--- src/rtl/pipelined_rounding_adder_tree_pkg.sv ---
// Shared types and sizing helpers for the pipelined rounding adder tree.
// Rounding-mode encoding plus the sum-width rule used by the tree and round stage.
package adder_tree_pkg;

  localparam int MODE_W = 2;

  // Encoding 2'd3 is not named: it falls through to truncation like RND_TRUNC.
  typedef enum logic [MODE_W-1:0] {
    RND_TRUNC     = 2'd0,
    RND_HALF_UP   = 2'd1,
    RND_HALF_EVEN = 2'd2
  } round_mode_e;

  // Width that holds the sum of num operands of the given width without overflow.
  function automatic int sum_width(input int num, input int width);
    return width + $clog2(num);
  endfunction

endpackage

--- src/rtl/pipelined_rounding_adder_tree_if.sv ---
// Stream interface of the rounding adder tree: operand input side, result output
// side and the saturation sticky flag controls.
interface pipelined_rounding_adder_tree_if #(
  parameter int NUM_INPUT = 4,
  parameter int WIDTH_IN  = 8,
  parameter int WIDTH_OUT = 8
);
  import adder_tree_pkg::*;

  // Handshake: a transfer happens on a rising clk edge where valid && ready.
  // The source holds data stable while valid is high and ready is low; valid never
  // waits on ready. in_ready is a one-level function of out_valid/out_ready.
  logic                                in_valid;
  logic                                in_ready;
  logic [NUM_INPUT-1:0][WIDTH_IN-1:0]  din;
  logic [MODE_W-1:0]                   round_mode;
  logic                                out_valid;
  logic                                out_ready;
  logic [WIDTH_OUT-1:0]                dout;
  logic                                sat;
  logic                                sat_sticky;
  logic                                sat_clr;

  modport master (
    output in_valid, din, round_mode, out_ready, sat_clr,
    input  in_ready, out_valid, dout, sat, sat_sticky
  );

  modport slave (
    input  in_valid, din, round_mode, out_ready, sat_clr,
    output in_ready, out_valid, dout, sat, sat_sticky
  );

endinterface

--- src/rtl/pipelined_rounding_adder_tree_level.sv ---
// One registered pairwise-add level of the adder tree. Carries a valid bit and a
// side-band field (the rounding mode) alongside the partial sums.
module adder_tree_level #(
  parameter int N_IN   = 4,
  parameter int W      = 10,
  parameter int SIDE_W = 2
) (
  input  logic                        clk,
  input  logic                        rst,
  input  logic                        en,
  input  logic                        in_valid,
  input  logic [N_IN-1:0][W-1:0]      din,
  input  logic [SIDE_W-1:0]           side_in,
  output logic                        out_valid,
  output logic [N_IN/2-1:0][W-1:0]    dout,
  output logic [SIDE_W-1:0]           side_out
);

  localparam int N_OUT = N_IN / 2;

  always_ff @(posedge clk or posedge rst) begin
    if (rst) begin
      out_valid <= 1'b0;
      dout      <= '0;
      side_out  <= '0;
    end else if (en) begin
      out_valid <= in_valid;
      side_out  <= side_in;
      for (int i = 0; i < N_OUT; i++) begin
        dout[i] <= din[2*i] + din[2*i+1];
      end
    end
  end

endmodule

--- src/rtl/pipelined_rounding_adder_tree.sv ---
// Streaming N-input adder: registered tree levels, a rounding stage and a
// saturating output register, all held together by one global stall enable.
module pipelined_rounding_adder_tree
  import adder_tree_pkg::*;
#(
  parameter int NUM_INPUT = 4,
  parameter int WIDTH_IN  = 8,
  parameter int WIDTH_OUT = 8,
  parameter int SHIFT     = 2,
  parameter int IS_SIGNED = 1
) (
  input logic                          clk,
  input logic                          rst,
  pipelined_rounding_adder_tree_if.slave bus
);

  localparam int LEVELS = $clog2(NUM_INPUT);
  localparam int NP     = 1 << LEVELS;
  localparam int WS     = sum_width(NUM_INPUT, WIDTH_IN);
  localparam int SH1    = (SHIFT > 0) ? SHIFT - 1 : 0;
  localparam int SH_IDX = (SHIFT < WS) ? SHIFT : WS - 1;
  localparam int CW     = (WIDTH_OUT > WS + 1) ? WIDTH_OUT : WS + 1;

  localparam logic [WS:0]          HALF      = (SHIFT > 0) ? ((WS+1)'(1) << SH1) : '0;
  localparam logic [WS:0]          ONE       = {{WS{1'b0}}, 1'b1};
  localparam logic [WIDTH_OUT-1:0] SAT_MAX_S = {1'b0, {(WIDTH_OUT-1){1'b1}}};
  localparam logic [WIDTH_OUT-1:0] SAT_MIN_S = {1'b1, {(WIDTH_OUT-1){1'b0}}};
  localparam logic [WIDTH_OUT-1:0] SAT_MAX_U = '1;

  logic en;
  assign en           = !(bus.out_valid && !bus.out_ready);
  assign bus.in_ready = en;

  // Operands widened to the full sum width so every tree level adds at WS bits.
  logic [NP-1:0][WS-1:0] ext_ops;
  always_comb begin
    ext_ops = '0;
    for (int i = 0; i < NUM_INPUT; i++) begin
      if (IS_SIGNED != 0) ext_ops[i] = WS'($signed(bus.din[i]));
      else                ext_ops[i] = WS'(bus.din[i]);
    end
  end

  for (genvar l = 0; l < LEVELS; l++) begin : g_lvl
    localparam int NI = NP >> l;
    logic [NI-1:0][WS-1:0]   d_in;
    logic                    v_in;
    logic [MODE_W-1:0]       m_in;
    logic [NI/2-1:0][WS-1:0] d_out;
    logic                    v_out;
    logic [MODE_W-1:0]       m_out;

    if (l == 0) begin : g_first
      assign d_in = ext_ops;
      assign v_in = bus.in_valid;
      assign m_in = bus.round_mode;
    end else begin : g_next
      assign d_in = g_lvl[l-1].d_out;
      assign v_in = g_lvl[l-1].v_out;
      assign m_in = g_lvl[l-1].m_out;
    end

    adder_tree_level #(.N_IN(NI), .W(WS), .SIDE_W(MODE_W)) u_level (
      .clk       (clk),
      .rst       (rst),
      .en        (en),
      .in_valid  (v_in),
      .din       (d_in),
      .side_in   (m_in),
      .out_valid (v_out),
      .dout      (d_out),
      .side_out  (m_out)
    );
  end

  logic [WS-1:0]     tree_sum;
  logic              tree_valid;
  logic [MODE_W-1:0] tree_mode;
  assign tree_sum   = g_lvl[LEVELS-1].d_out[0];
  assign tree_valid = g_lvl[LEVELS-1].v_out;
  assign tree_mode  = g_lvl[LEVELS-1].m_out;

  // Round stage: one bit wider than the sum so the rounding increment never wraps.
  logic [WS:0] s_ext, addend, rnd_sum, rnd_n, rnd_q;
  logic        rnd_valid;

  always_comb begin
    addend = '0;
    if (IS_SIGNED != 0) s_ext = {tree_sum[WS-1], tree_sum};
    else                s_ext = {1'b0, tree_sum};
    if (SHIFT > 0) begin
      case (round_mode_e'(tree_mode))
        RND_HALF_UP:   addend = HALF;
        RND_HALF_EVEN: addend = HALF - ONE + {{WS{1'b0}}, tree_sum[SH_IDX]};
        default:       addend = '0;
      endcase
    end
    rnd_sum = s_ext + addend;
    if (IS_SIGNED != 0) rnd_n = $signed(rnd_sum) >>> SHIFT;
    else                rnd_n = rnd_sum >> SHIFT;
  end

  always_ff @(posedge clk or posedge rst) begin
    if (rst) begin
      rnd_valid <= 1'b0;
      rnd_q     <= '0;
    end else if (en) begin
      rnd_valid <= tree_valid;
      rnd_q     <= rnd_n;
    end
  end

  // Saturate: the result fits when every bit above the output field matches its sign.
  logic [CW-1:0]        r_wide;
  logic [WIDTH_OUT-1:0] dout_n;
  logic                 ovf;

  always_comb begin
    ovf = 1'b0;
    if (IS_SIGNED != 0) r_wide = CW'($signed(rnd_q));
    else                r_wide = CW'(rnd_q);
    dout_n = r_wide[WIDTH_OUT-1:0];
    if (IS_SIGNED != 0) begin
      for (int b = WIDTH_OUT - 1; b < CW - 1; b++) begin
        if (r_wide[b] != r_wide[CW-1]) ovf = 1'b1;
      end
      if (ovf) dout_n = r_wide[CW-1] ? SAT_MIN_S : SAT_MAX_S;
    end else begin
      for (int b = WIDTH_OUT; b < CW; b++) begin
        if (r_wide[b]) ovf = 1'b1;
      end
      if (ovf) dout_n = SAT_MAX_U;
    end
  end

  always_ff @(posedge clk or posedge rst) begin
    if (rst) begin
      bus.out_valid <= 1'b0;
      bus.dout      <= '0;
      bus.sat       <= 1'b0;
    end else if (en) begin
      bus.out_valid <= rnd_valid;
      bus.dout      <= dout_n;
      bus.sat       <= ovf;
    end
  end

  // A clipped result leaving the block outranks a same-cycle clear.
  always_ff @(posedge clk or posedge rst) begin
    if (rst) begin
      bus.sat_sticky <= 1'b0;
    end else if (bus.out_valid && bus.out_ready && bus.sat) begin
      bus.sat_sticky <= 1'b1;
    end else if (bus.sat_clr) begin
      bus.sat_sticky <= 1'b0;
    end
  end

endmodule

--- src/flat_wrapper.sv ---
// flat-port wrapper written by rule: the top's interface ports become plain ports
module pipelined_rounding_adder_tree_flat import adder_tree_pkg::*;
#(
  parameter int NUM_INPUT = 4,
  parameter int WIDTH_IN  = 8,
  parameter int WIDTH_OUT = 8,
  parameter int SHIFT     = 2,
  parameter int IS_SIGNED = 1
)
  (clk, rst, bus_in_valid, bus_din, bus_round_mode, bus_out_ready, bus_sat_clr, bus_in_ready, bus_out_valid, bus_dout, bus_sat, bus_sat_sticky);
  pipelined_rounding_adder_tree_if #(.NUM_INPUT(NUM_INPUT), .WIDTH_IN(WIDTH_IN), .WIDTH_OUT(WIDTH_OUT)) bus_i ();
  input logic clk;
  input logic rst;
  input wire logic [$bits(bus_i.in_valid)-1:0] bus_in_valid;
  input wire logic [$bits(bus_i.din)-1:0] bus_din;
  input wire logic [$bits(bus_i.round_mode)-1:0] bus_round_mode;
  input wire logic [$bits(bus_i.out_ready)-1:0] bus_out_ready;
  input wire logic [$bits(bus_i.sat_clr)-1:0] bus_sat_clr;
  output wire logic [$bits(bus_i.in_ready)-1:0] bus_in_ready;
  output wire logic [$bits(bus_i.out_valid)-1:0] bus_out_valid;
  output wire logic [$bits(bus_i.dout)-1:0] bus_dout;
  output wire logic [$bits(bus_i.sat)-1:0] bus_sat;
  output wire logic [$bits(bus_i.sat_sticky)-1:0] bus_sat_sticky;
  assign bus_i.in_valid = bus_in_valid;
  assign bus_i.din = bus_din;
  assign bus_i.round_mode = bus_round_mode;
  assign bus_i.out_ready = bus_out_ready;
  assign bus_i.sat_clr = bus_sat_clr;
  assign bus_in_ready = bus_i.in_ready;
  assign bus_out_valid = bus_i.out_valid;
  assign bus_dout = bus_i.dout;
  assign bus_sat = bus_i.sat;
  assign bus_sat_sticky = bus_i.sat_sticky;
  pipelined_rounding_adder_tree #(.NUM_INPUT(NUM_INPUT), .WIDTH_IN(WIDTH_IN), .WIDTH_OUT(WIDTH_OUT), .SHIFT(SHIFT), .IS_SIGNED(IS_SIGNED)) u_core (.clk(clk), .rst(rst), .bus(bus_i));
endmodule
--- config.mk ---
export PLATFORM = sky130hd
export DESIGN_NAME = pipelined_rounding_adder_tree_flat
export DESIGN_NICKNAME = d
export VERILOG_FILES = /design/src/rtl/pipelined_rounding_adder_tree_pkg.sv /design/src/rtl/pipelined_rounding_adder_tree_if.sv /design/src/rtl/pipelined_rounding_adder_tree_level.sv /design/src/rtl/pipelined_rounding_adder_tree.sv /design/src/flat_wrapper.sv
export SDC_FILE = /design/constraint.sdc
export NUM_CORES = 1
export LEC_CHECK = 0
export CELL_PAD_IN_SITES_DETAIL_PLACEMENT = 1
export CELL_PAD_IN_SITES_GLOBAL_PLACEMENT = 1
export CORE_MARGIN = 3
export CORE_UTILIZATION = 37
export CTS_CLUSTER_DIAMETER = 50
export CTS_CLUSTER_SIZE = 20
export DETAILED_ROUTE_END_ITERATION = 8
export PLACE_DENSITY = 0.77
export REMOVE_ABC_BUFFERS = 1
export SLEW_MARGIN = 10
export SYNTH_ARGS = -nofsm -noshare
export SYNTH_HDL_FRONTEND = slang
export SYNTH_SLANG_ARGS = --single-unit
--- constraint.sdc ---
create_clock -name clk -period 1.95 [get_ports clk]
set_clock_uncertainty 0.15 [all_clocks]
set_input_delay 0.4875 -clock clk [delete_from_list [all_inputs] [get_ports clk]]
set_output_delay 0.4875 -clock clk [all_outputs]
set_load 0.005 [all_outputs]
==> results.py <==
metrics = {
    "min_path": {
        "hold_class": "register to register",
        "hold_depth": 1,
        "holdPathEnd": "u_core.bus.out_valid$_DFFE_PP0N_",
        "min_from": "u_core.rnd_valid$_DFFE_PP0N_",
    },
    "grt": {
        "antenna_found_initial": 0,
        "overflow": 0,
        "grt_first_pass_wirelength_microns": 13500,
        "grt_use_total_pct": 16.8,
        "grt_pass1_vias": 3018,
        "grt_max_degree": 56,
    },
    "drt": {
        "drc": 0,
        "ant_nets": 0,
        "wl_microns": 8700,
        "drt-initial-drc-count": 60,
        "num_vias": 2811,
        "firstDrtPassIters": 4,
        "wl_per_cell_microns": 15.8,
        "vias_per_cell": 5.09,
    },
    "yosys": {
        "synth.area.top_cells": "dfrtp_1, ha_1, nand2_1",
        "synth.top_cell.area_share_pct": 43.3,
        "syn_area_sq_um": 3180,
        "synth_async_sr_flop_share_pct": 100,
        "synth_cells": 353,
        "ys.warnings.count": 0,
        "synth_flop_cell": "dfrtp_1",
        "synth_edf_count": 0,
        "synth_top_cell_by_area": "dfrtp_1",
        "avgSynthCellArea_sq_um": 9.01,
        "seq_area_frac_synth_pct": 43.3,
        "synth-seq-cells": 55,
        "synthDistinctLibCells": 34,
    },
    "setup_path": {
        "required_ps": 1990,
        "reg2reg_to": "u_core.g_lvl[1].u_level.dout[8]$_DFFE_PP0N_",
        "worst_r2r_startpoint": "u_core.g_lvl[0].u_level.dout[13]$_DFFE_PP0N_",
        "critPathKind": "register to register",
        "reg2reg_depth": 6,
        "end_kind": "register",
        "startpoint_type": "register",
        "rrSetupSlack_ps": -250,
        "critPathMaxFanout": 5,
        "arrival_ps": 2240,
    },
    "clock_tree": {
        "cts_tree": "yes",
        "h-tree-depth": 2,
        "cts_root_buffer": "clkbuf_8",
        "cts_buffers": 5,
        "cts_sinks": 55,
        "clk_path_buf_depth": 2,
        "clock_latency_ps": 310,
        "clk_pin_slew_ps": 100,
    },
    "status": {
        "violations": "setup timing",
        "status": "complete, but fails checks",
    },
    "sta": {
        "setup_viol": 3,
        "hold_violations": 0,
        "setup_slack_ps": -246,
        "slew_viol_final": 0,
        "max-slew-margin-rel_pct": 61.9,
        "holdWs_ps": 317,
        "rsz0062_at_grt": "true",
        "min_period_ps": 2200,
        "fin_crit_sh_pct": 113,
        "fmax_mhz": 455,
        "tightest_slew_ps": 566,
    },
    "floorplan": {
        "start_util_pct": 38.3,
        "placementRows": 33,
        "dieArea_sq_um": 9740,
        "die_y_microns": 98.7,
        "core_area_sq_um": 8300,
        "die_w_microns": 98.7,
        "io_pins": 51,
    },
    "power_and_ir_drop": {
        "power.leakage_uw": 0.00209,
        "p_per_area_nw_per_um2": 1340,
        "vdd_drop_max_mv": 0.488,
        "total_power_uw": 6220,
    },
    "final_layout": {
        "layout_commonest_cell": "nand2_1",
        "diodes": 0,
        "nNetsFinal": 518,
        "fillers": 939,
        "multi_input_area_sq_um": 2010,
        "mostFrequentLayoutCells": "nand2_1, dfrtp_1, buf_4, o21ai_0, clkdlybuf4s50_1",
        "drive_gt1_share_pct": 23.0,
        "regArea_sq_um": 1380,
        "syn2layout_area_growth_pct": 45.5,
    },
    "placement": {
        "dp_hpwl_microns": 5460,
        "portBuffers": 50,
        "place_congestion": 0.786,
    },
    "job": {
        "maxCapViolations": 0,
    },
}
cells by family (layout without fill, tap and decap cells):
logic type / Yosys count / after routing / synth area share [%]
and+or+nand+nor: 109 / 109 / 14.6
AOI/OAI and AO/OA: 108 / 108 / 19.7
DFF: 55 / 55 / 43.3
adders and majority gates: 33 / 33 / 13.7
buffers and inverters: 30 / 124 / 3.74
xor gates and xnor gates: 18 / 18 / 4.96
how the worst max path moves through the flow:
stage	start	end	slack [ps]	cells after the start
after floorplan	bus_out_ready	u_core.g_lvl[1].u_level.dout[9]$_DFFE_PP0N_	-2670	4
after global placement	bus_din[16]	u_core.g_lvl[0].u_level.dout[16]$_DFFE_PP0N_	-630	8
after detailed placement	bus_din[16]	u_core.g_lvl[0].u_level.dout[16]$_DFFE_PP0N_	-710	8
after CTS	u_core.g_lvl[0].u_level.dout[0]$_DFFE_PP0N_	u_core.g_lvl[1].u_level.dout[8]$_DFFE_PP0N_	-170	7
after global routing	u_core.g_lvl[0].u_level.dout[0]$_DFFE_PP0N_	u_core.g_lvl[1].u_level.dout[8]$_DFFE_PP0N_	-350	7
final	u_core.g_lvl[0].u_level.dout[13]$_DFFE_PP0N_	u_core.g_lvl[1].u_level.dout[8]$_DFFE_PP0N_	-250	6
registers in the layout (all words and copies together), names as in the netlist:
name / count
u_core.g_lvl.u_level.out_valid: 2
u_core.bus.sat: 1
u_core.rnd_valid: 1
u_core.r_wide: 9
u_core.bus.out_valid: 1
u_core.bus.sat_sticky: 1
u_core.g_lvl.u_level.side_out: 4
u_core.bus.dout: 8
u_core.g_lvl.u_level.dout: 28
worst max-delay path: stages, from the launching register on:
cell      delay (ps)
dfrtp_1          420
ha_1             270
o21ai_0          500
o211ai_1         260
a31oi_1          230
xor2_1           170
o21ai_1           70
metrics by stage:
stage	TNS [ps]	cell area (sq um)	cells	setup slack (ps)	util [%]
after floorplan	-113290	3130	340	-2670	-
after global placement	-9150	4060	531	-630	48.9
after detailed placement	-11380	4060	531	-711	48.9
after CTS	-455	4360	546	-169	52.6
after global routing	-1410	4630	552	-353	55.8
final	-549	4630	552	-246	55.8
routing by layer:
| layer | vias to the layer above | wire length (microns) | part of all wire [%] | global-route usage [%] |
|---|---|---|---|---|
| met4 | 0 | 140 | 1.6 | 4.31 |
| li1 | 1393 | - | - | - |
| met2 | 48 | 4810 | 55 | 32.3 |
| met1 | 1359 | 3500 | 40 | 19.1 |
| met5 | - | 0 | 0 | 0 |
| met3 | 11 | 251 | 2.9 | 2.69 |
synth_stat cells (all sizes together) (2+ instances only):
| library cell | n |
|---|---|
| ha | 30 |
| a21o | 4 |
| inv | 17 |
| a22oi | 2 |
| o21ai | 55 |
| nor2 | 13 |
| dfrtp | 55 |
| xor2 | 9 |
| a211oi | 8 |
| a21oi | 20 |
| nand3 | 4 |
| nor3 | 2 |
| o211ai | 10 |
| buf | 6 |
| xnor2 | 9 |
| clkbuf | 7 |
| a211o | 2 |
| fa | 3 |
| nand2 | 82 |
| a31oi | 4 |
| nand2b | 3 |
where the power goes:
| group | leakage, uW | switching (uW) | internal (uW) |
|---|---|---|---|
| clock network | 0.0000654 | 372 | 513 |
| registers | 0.000661 | 385 | 1660 |
| logic | 0.00136 | 1670 | 1620 |
| total | 0.00209 | 2430 | 3790 |
final cells by class:
type	instances	area share, %
sequential	55	29.7
inverter	17	1.38
clock inverter	2	1.30
tap	105	2.84
multi-input combinational	268	43.5
timing repair buffer	99	19.7
clock buffer	6	1.57
timing repair:
action                     in CTS  in global routing
setup endpoints to repair      22                 22
resized for setup              54                 43
hold buffers                    0                  0
gates cloned                    0                  0
pin swaps                      38                 32
setup buffers                   7                  7
(Power assumes the default switching activity.)
